[config.mk]
export PLATFORM = sky130hd
export DESIGN_NAME = axi4_shared_arbiter
export DESIGN_NICKNAME = d
export VERILOG_FILES = /design/src/rtl/axi4_shared_pkg.sv /design/src/rtl/axi4_shared_arbiter_wq.sv /design/src/rtl/axi4_shared_arbiter.sv
export SDC_FILE = /design/constraint.sdc
export NUM_CORES = 1
export LEC_CHECK = 0
export BUFFER_PORTS_ARGS = -buffer_cell sky130_fd_sc_hd__buf_2
export CAP_MARGIN = 20
export CORE_AREA = 8 8 144 146
export DETAILED_ROUTE_END_ITERATION = 7
export DIE_AREA = 0 0 152 154
export SLEW_MARGIN = 40
export SYNTH_ARGS = -nofsm -noshare
export SYNTH_HDL_FRONTEND = slang
export SYNTH_SLANG_ARGS = --single-unit
[constraint.sdc]
create_clock -name clk -period 2.9 [get_ports clk]
set_input_delay 0.29 -clock clk [delete_from_list [all_inputs] [get_ports clk]]
set_output_delay 0.29 -clock clk [all_outputs]
set_load 0.1 [all_outputs]
[src/rtl/axi4_shared_pkg.sv]
// Shared definitions for the Axi4Shared arbiter slice: default widths,
// response encodings and the width-independent part of the arw payload.
package axi4_shared_pkg;

    localparam int ADDR_W_DEF = 25;
    localparam int DATA_W_DEF = 32;
    localparam int ID_W_DEF   = 2;

    typedef enum logic [1:0] {
        RESP_OKAY   = 2'd0,
        RESP_EXOKAY = 2'd1,
        RESP_SLVERR = 2'd2,
        RESP_DECERR = 2'd3
    } resp_e;

    // Address and ID widths are parameters of the instance, so they travel beside this bundle.
    typedef struct packed {
        logic [7:0] len;
        logic [2:0] size;
        logic [1:0] burst;
        logic       write;
    } arw_ctrl_t;

endpackage

[src/rtl/axi4_shared_arbiter_wq.sv]
// Write-order queue: remembers which requester owns each accepted write
// command so W beats are routed in command order.
module axi4_shared_arbiter_wq #(
    parameter int DEPTH = 4
) (
    input  logic clk,
    input  logic reset,
    input  logic push,
    input  logic push_data,
    input  logic pop,
    output logic head,
    output logic full,
    output logic empty
);

    localparam int AW = $clog2(DEPTH);

    logic [AW:0]      wr_ptr;
    logic [AW:0]      rd_ptr;
    logic [DEPTH-1:0] mem;
    logic             do_push;
    logic             do_pop;

    assign do_push = push && !full;
    assign do_pop  = pop && !empty;
    assign empty   = (wr_ptr == rd_ptr);
    assign full    = (wr_ptr[AW] != rd_ptr[AW]) && (wr_ptr[AW-1:0] == rd_ptr[AW-1:0]);
    assign head    = mem[rd_ptr[AW-1:0]];

    always_ff @(posedge clk or negedge reset) begin
        if (!reset) begin
            wr_ptr <= '0;
            rd_ptr <= '0;
        end else begin
            if (do_push) wr_ptr <= wr_ptr + (AW+1)'(1);
            if (do_pop)  rd_ptr <= rd_ptr + (AW+1)'(1);
        end
    end

    always_ff @(posedge clk) begin
        if (do_push) mem[wr_ptr[AW-1:0]] <= push_data;
    end

endmodule

[src/rtl/axi4_shared_arbiter.sv]
// Two-requester Axi4Shared arbiter onto one SDRAM-controller port: round-robin
// arw, W ordered by the write-order queue, B/R routed back by the ID MSB.
module axi4_shared_arbiter
    import axi4_shared_pkg::*;
#(
    parameter int ADDR_W   = ADDR_W_DEF,
    parameter int DATA_W   = DATA_W_DEF,
    parameter int ID_W     = ID_W_DEF,
    parameter int WQ_DEPTH = 4
) (
    input  logic                clk,
    input  logic                reset,

    input  logic                s0_arw_valid,
    output logic                s0_arw_ready,
    input  logic [ADDR_W-1:0]   s0_arw_payload_addr,
    input  logic [ID_W-1:0]     s0_arw_payload_id,
    input  logic [7:0]          s0_arw_payload_len,
    input  logic [2:0]          s0_arw_payload_size,
    input  logic [1:0]          s0_arw_payload_burst,
    input  logic                s0_arw_payload_write,
    input  logic                s0_w_valid,
    output logic                s0_w_ready,
    input  logic [DATA_W-1:0]   s0_w_payload_data,
    input  logic [DATA_W/8-1:0] s0_w_payload_strb,
    input  logic                s0_w_payload_last,
    output logic                s0_b_valid,
    input  logic                s0_b_ready,
    output logic [ID_W-1:0]     s0_b_payload_id,
    output logic [1:0]          s0_b_payload_resp,
    output logic                s0_r_valid,
    input  logic                s0_r_ready,
    output logic [DATA_W-1:0]   s0_r_payload_data,
    output logic [ID_W-1:0]     s0_r_payload_id,
    output logic [1:0]          s0_r_payload_resp,
    output logic                s0_r_payload_last,

    input  logic                s1_arw_valid,
    output logic                s1_arw_ready,
    input  logic [ADDR_W-1:0]   s1_arw_payload_addr,
    input  logic [ID_W-1:0]     s1_arw_payload_id,
    input  logic [7:0]          s1_arw_payload_len,
    input  logic [2:0]          s1_arw_payload_size,
    input  logic [1:0]          s1_arw_payload_burst,
    input  logic                s1_arw_payload_write,
    input  logic                s1_w_valid,
    output logic                s1_w_ready,
    input  logic [DATA_W-1:0]   s1_w_payload_data,
    input  logic [DATA_W/8-1:0] s1_w_payload_strb,
    input  logic                s1_w_payload_last,
    output logic                s1_b_valid,
    input  logic                s1_b_ready,
    output logic [ID_W-1:0]     s1_b_payload_id,
    output logic [1:0]          s1_b_payload_resp,
    output logic                s1_r_valid,
    input  logic                s1_r_ready,
    output logic [DATA_W-1:0]   s1_r_payload_data,
    output logic [ID_W-1:0]     s1_r_payload_id,
    output logic [1:0]          s1_r_payload_resp,
    output logic                s1_r_payload_last,

    output logic                m_arw_valid,
    input  logic                m_arw_ready,
    output logic [ADDR_W-1:0]   m_arw_payload_addr,
    output logic [ID_W:0]       m_arw_payload_id,
    output logic [7:0]          m_arw_payload_len,
    output logic [2:0]          m_arw_payload_size,
    output logic [1:0]          m_arw_payload_burst,
    output logic                m_arw_payload_write,
    output logic                m_w_valid,
    input  logic                m_w_ready,
    output logic [DATA_W-1:0]   m_w_payload_data,
    output logic [DATA_W/8-1:0] m_w_payload_strb,
    output logic                m_w_payload_last,
    input  logic                m_b_valid,
    output logic                m_b_ready,
    input  logic [ID_W:0]       m_b_payload_id,
    input  logic [1:0]          m_b_payload_resp,
    input  logic                m_r_valid,
    output logic                m_r_ready,
    input  logic [DATA_W-1:0]   m_r_payload_data,
    input  logic [ID_W:0]       m_r_payload_id,
    input  logic [1:0]          m_r_payload_resp,
    input  logic                m_r_payload_last
);

    logic       last_grant;
    logic       locked;
    logic       locked_idx;
    logic       grant;
    logic       arw_fire;
    logic [1:0] eligible;
    logic       wq_head;
    logic       wq_full;
    logic       wq_empty;
    logic       wq_pop;
    arw_ctrl_t  ctrl0;
    arw_ctrl_t  ctrl1;
    arw_ctrl_t  ctrl_sel;

    // A write cannot be offered while the order queue is full, even if a pop is due this cycle.
    assign eligible = {s1_arw_valid && !(s1_arw_payload_write && wq_full),
                       s0_arw_valid && !(s0_arw_payload_write && wq_full)};

    always_comb begin
        grant = ~last_grant;
        if (locked)                 grant = locked_idx;
        else if (eligible == 2'b01) grant = 1'b0;
        else if (eligible == 2'b10) grant = 1'b1;
    end

    assign ctrl0    = {s0_arw_payload_len, s0_arw_payload_size, s0_arw_payload_burst, s0_arw_payload_write};
    assign ctrl1    = {s1_arw_payload_len, s1_arw_payload_size, s1_arw_payload_burst, s1_arw_payload_write};
    assign ctrl_sel = grant ? ctrl1 : ctrl0;

    assign m_arw_valid         = reset && eligible[grant];
    assign m_arw_payload_addr  = grant ? s1_arw_payload_addr : s0_arw_payload_addr;
    assign m_arw_payload_id    = {grant, (grant ? s1_arw_payload_id : s0_arw_payload_id)};
    assign m_arw_payload_len   = ctrl_sel.len;
    assign m_arw_payload_size  = ctrl_sel.size;
    assign m_arw_payload_burst = ctrl_sel.burst;
    assign m_arw_payload_write = ctrl_sel.write;
    assign s0_arw_ready        = reset && !grant && eligible[0] && m_arw_ready;
    assign s1_arw_ready        = reset && grant && eligible[1] && m_arw_ready;
    assign arw_fire            = m_arw_valid && m_arw_ready;

    // The grant is frozen while a command is presented but not yet accepted.
    always_ff @(posedge clk or negedge reset) begin
        if (!reset) begin
            last_grant <= 1'b1;
            locked     <= 1'b0;
            locked_idx <= 1'b0;
        end else if (arw_fire) begin
            last_grant <= grant;
            locked     <= 1'b0;
        end else begin
            locked     <= m_arw_valid;
            locked_idx <= grant;
        end
    end

    axi4_shared_arbiter_wq #(.DEPTH(WQ_DEPTH)) u_wq (
        .clk       (clk),
        .reset     (reset),
        .push      (arw_fire && m_arw_payload_write),
        .push_data (grant),
        .pop       (wq_pop),
        .head      (wq_head),
        .full      (wq_full),
        .empty     (wq_empty)
    );

    assign m_w_valid        = reset && !wq_empty && (wq_head ? s1_w_valid : s0_w_valid);
    assign m_w_payload_data = wq_head ? s1_w_payload_data : s0_w_payload_data;
    assign m_w_payload_strb = wq_head ? s1_w_payload_strb : s0_w_payload_strb;
    assign m_w_payload_last = wq_head ? s1_w_payload_last : s0_w_payload_last;
    assign s0_w_ready       = reset && !wq_empty && !wq_head && m_w_ready;
    assign s1_w_ready       = reset && !wq_empty && wq_head && m_w_ready;
    assign wq_pop           = m_w_valid && m_w_ready && m_w_payload_last;

    // Responses carry the requester index in the ID MSB; it is stripped on the way back.
    assign s0_b_valid        = reset && m_b_valid && !m_b_payload_id[ID_W];
    assign s1_b_valid        = reset && m_b_valid && m_b_payload_id[ID_W];
    assign m_b_ready         = reset && (m_b_payload_id[ID_W] ? s1_b_ready : s0_b_ready);
    assign s0_b_payload_id   = m_b_payload_id[ID_W-1:0];
    assign s1_b_payload_id   = m_b_payload_id[ID_W-1:0];
    assign s0_b_payload_resp = m_b_payload_resp;
    assign s1_b_payload_resp = m_b_payload_resp;

    assign s0_r_valid        = reset && m_r_valid && !m_r_payload_id[ID_W];
    assign s1_r_valid        = reset && m_r_valid && m_r_payload_id[ID_W];
    assign m_r_ready         = reset && (m_r_payload_id[ID_W] ? s1_r_ready : s0_r_ready);
    assign s0_r_payload_id   = m_r_payload_id[ID_W-1:0];
    assign s1_r_payload_id   = m_r_payload_id[ID_W-1:0];
    assign s0_r_payload_data = m_r_payload_data;
    assign s1_r_payload_data = m_r_payload_data;
    assign s0_r_payload_resp = m_r_payload_resp;
    assign s1_r_payload_resp = m_r_payload_resp;
    assign s0_r_payload_last = m_r_payload_last;
    assign s1_r_payload_last = m_r_payload_last;

endmodule

==> summary.txt <==
Wirelength, routed = 13.2 mm
Hold_ws = 0.255 ns
TritonCTS clock tree = yes
CP endpoint kind = output port
Worst r2r src = u_wq.rd_ptr[0]$_DFFE_PN0P_
CTS max path bufs = 2
Core Area = 0.0185 mm²
Worst reg2reg setup slack = 0.61 ns
Clock network fraction of design power = 4.5%
Asr flop ratio synth = 69.2%
Dpl ws = 0.335 ns
Worst Path Required = 2.61 ns
WHS Endpoint = locked$_DFF_PN0_
Fin. Hold Viols = 0
CTS buffer count = 3
Net Sw Frac = 74.7%
Fin. max-slew vios = 0
Gr usage total = 10.5%
Clock-pin slew on the worst setup and hold paths = 0.04 ns
Period Utilization, post-route = 95.4%
Cells after DPL = 754
Wire length per cell = 17.3 µm
Die Height = 154 µm
RD Place Congestion = 0.859
# clock sinks = 13
Sw Pwr = 4.36 mW
Part of the power in registers = 5.7%
EDFF count, synth = 4
Final non-filler cell total = 760
# rows = 50
# port buffers = 262
Global route overflow = 0
Synthesis Warnings = 0
Crit path time final = 2.77 ns
Hold Path Class = input pin to flop
Min-Delay Path Depth = 2
Syn_area_per_cell = 7.26 µm²
Die Width = 152 µm
Crit path launch type = flop
Post-synthesis sequential area ratio = 13.8%
Max-slew headroom = 64.8%
Highest clock rate = 361 MHz
Ratio of cells with drive above 1 in the final layout = 62.3%
Net count, final = 744
Setup violators final = 0
Power share of the combinational group = 89.8%
Design Area, Final = 0.00368 mm²
PwrDens = 1580 mW/mm²
Count of state elements after synthesis = 13
Synth Instances = 346
Status = complete, no violations
Largest net degree at the start of global routing = 41
Initial Utilization = 13.6%
Hold Path Origin = m_arw_ready
Synth top area share = 24.8%
Yosys cell types = 36
Worst Max-Slew Pin Slew = 0.532 ns
Syn Nets = 564
Pleak = 2.09 nW
Clk_lat worst skew = 0.24 ns
Post-synthesis cell area = 0.00251 mm²
Synth Flop Type = dfrtp_1
Vias/cell = 3.85
H-tree level count = 1
Max-cap violations = 0
Antenna viol nets, final = 0
Die area = 0.0234 mm²
Synth area leaders = buf_4 (25%), nand2_1 (19%), mux2_2 (17%), dfrtp_1 (8.0%), edfxtp_1 (4.8%)
CTS root buffer = clkbuf_16
Routed vias = 2927
Worst Path Max Fanout = 36
Maximum VDD drop = 1.07 mV
Vias in the first global route = 3213
Arr. time, crit path = 2.48 ns
First-iteration detailed-routing DRC count = 77
Worst-case reg-to-reg path depth = 5
Worst r2r dst = u_wq.rd_ptr[1]$_DFFE_PN0P_
Total power draw = 5.83 mW
Synth top cells by count = nand2_1 (129), buf_4 (83), mux2_2 (38)
Postcts setup bufs = 0
Top-count cell post-synth = nand2_1
Post-DP HPWL = 12.2 mm
DP Area = 0.00358 mm²
Worst Clk Skew = 0.00205 ns
Area leader, netlist = buf_4
Initial antenna violation count = 3
WS Path Type = flop to output port
Int Pwr = 1.47 mW
Unrepaired setup endpoints after global routing = false
Residual DRC = 0
Area growth syn-to-layout = 46.5%
First-pass GRT wire length = 19.0 mm
Io pins = 386
TritonRoute pass-1 iters = 4
Fin worst setup slack = 0.134 ns
==> sequential cells by signal (all words and copies together), names as in the netlist <==
name         cells
u_wq.rd_ptr      3
u_wq.wr_ptr      3
locked_idx       1
last_grant       1
u_wq.mem         4
locked           1
==> power by group through the flow <==
stage / combinational (mW) / clock [mW] / sequential [mW]
floorplan: 4.87 / 0 / 0.332
detailed placement: 5.25 / 0 / 0.328
global route: 5.47 / 0.277 / 0.342
finish: 5.24 / 0.261 / 0.333
global placement: 5.23 / 0 / 0.324
CTS: 5.27 / 0.269 / 0.326
==> critical path: stages, from the launching register on <==
cell and delay [ns]:
dfrtp_1 0.38, buf_4 0.16, mux4_2 0.61, buf_4 0.31, mux2_2 0.31, buf_2 0.44
==> metrics by stage <==
stage | TNS [ns] | utilization (%)
after floorplan | -0.285 | -
after global placement | 0 | 19.4
after detailed placement | 0 | 19.4
after CTS | 0 | 19.9
after global routing | 0 | 20.0
final | 0 | 20.0
==> area by class of cell <==
class	instances	area (µm²)
Antenna cell	1	2.50
Clock buffer	4	78.8
Fill cell	2099	14800
Inverter	7	26.3
Multi-Input combinational cell	229	1480
Sequential cell	13	347
Tap cell	234	293
Timing Repair Buffer	272	1460
==> placed cells by master, fill, tap and decap left out, drive strengths merged, types with 2 or more instances in the layout <==
cell      n
a41oi     3
and3      3
buf     271
clkbuf    4
dfrtp     8
edfxtp    4
ha        5
inv       7
mux2     40
mux2i     5
nand2   129
nand2b    3
nand3     4
nor2      7
nor2b     6
o21ai     2
o31ai     2
xnor2     4
xor2      5
==> how the worst max path moves through the flow <==
stage                     slack [ns]                     end                       start
after floorplan                -0.29     m_arw_payload_write  u_wq.rd_ptr[0]$_DFFE_PN0P_
after global placement          0.38  m_arw_payload_addr[24]  u_wq.rd_ptr[1]$_DFFE_PN0P_
after detailed placement        0.34  m_arw_payload_addr[24]  u_wq.wr_ptr[1]$_DFFE_PN0P_
after CTS                       0.06  m_arw_payload_addr[24]  u_wq.wr_ptr[1]$_DFFE_PN0P_
after global routing            0.01  m_arw_payload_addr[15]  u_wq.rd_ptr[2]$_DFFE_PN0P_
final                           0.13     m_w_payload_strb[3]  u_wq.rd_ptr[0]$_DFFE_PN0P_
==> cell families (layout without fill, tap and decap cells) <==
family,Yosys count,after routing,share of synthesized area (%)
and+or+nand+nor,155,155,25.1
buffers and inverters,104,283,28.3
muxes,46,46,21.1
AOI/OAI and AO/OA,14,14,5.72
DFF,13,13,13.8
xor gates and xnor gates,9,9,3.43
adders and majority gates,5,5,2.49
other,0,1,0
==> routing by layer <==
layer  routed length [µm]  global-route usage [%]  share of wire, %
met5                    9                       0             0.068
met4                  285                    3.62               2.2
met3                 1950                    6.47                15
met2                 6420                    19.3                49
met1                 4500                    9.43                34
==> what timing repair did <==
item                                   CTS  global route
resized for setup                        0             2
hold buffers                             1             0
endpoints found under the hold margin    1             0
setup endpoints to repair                0            41
Power figures use the tool's default switching activity.
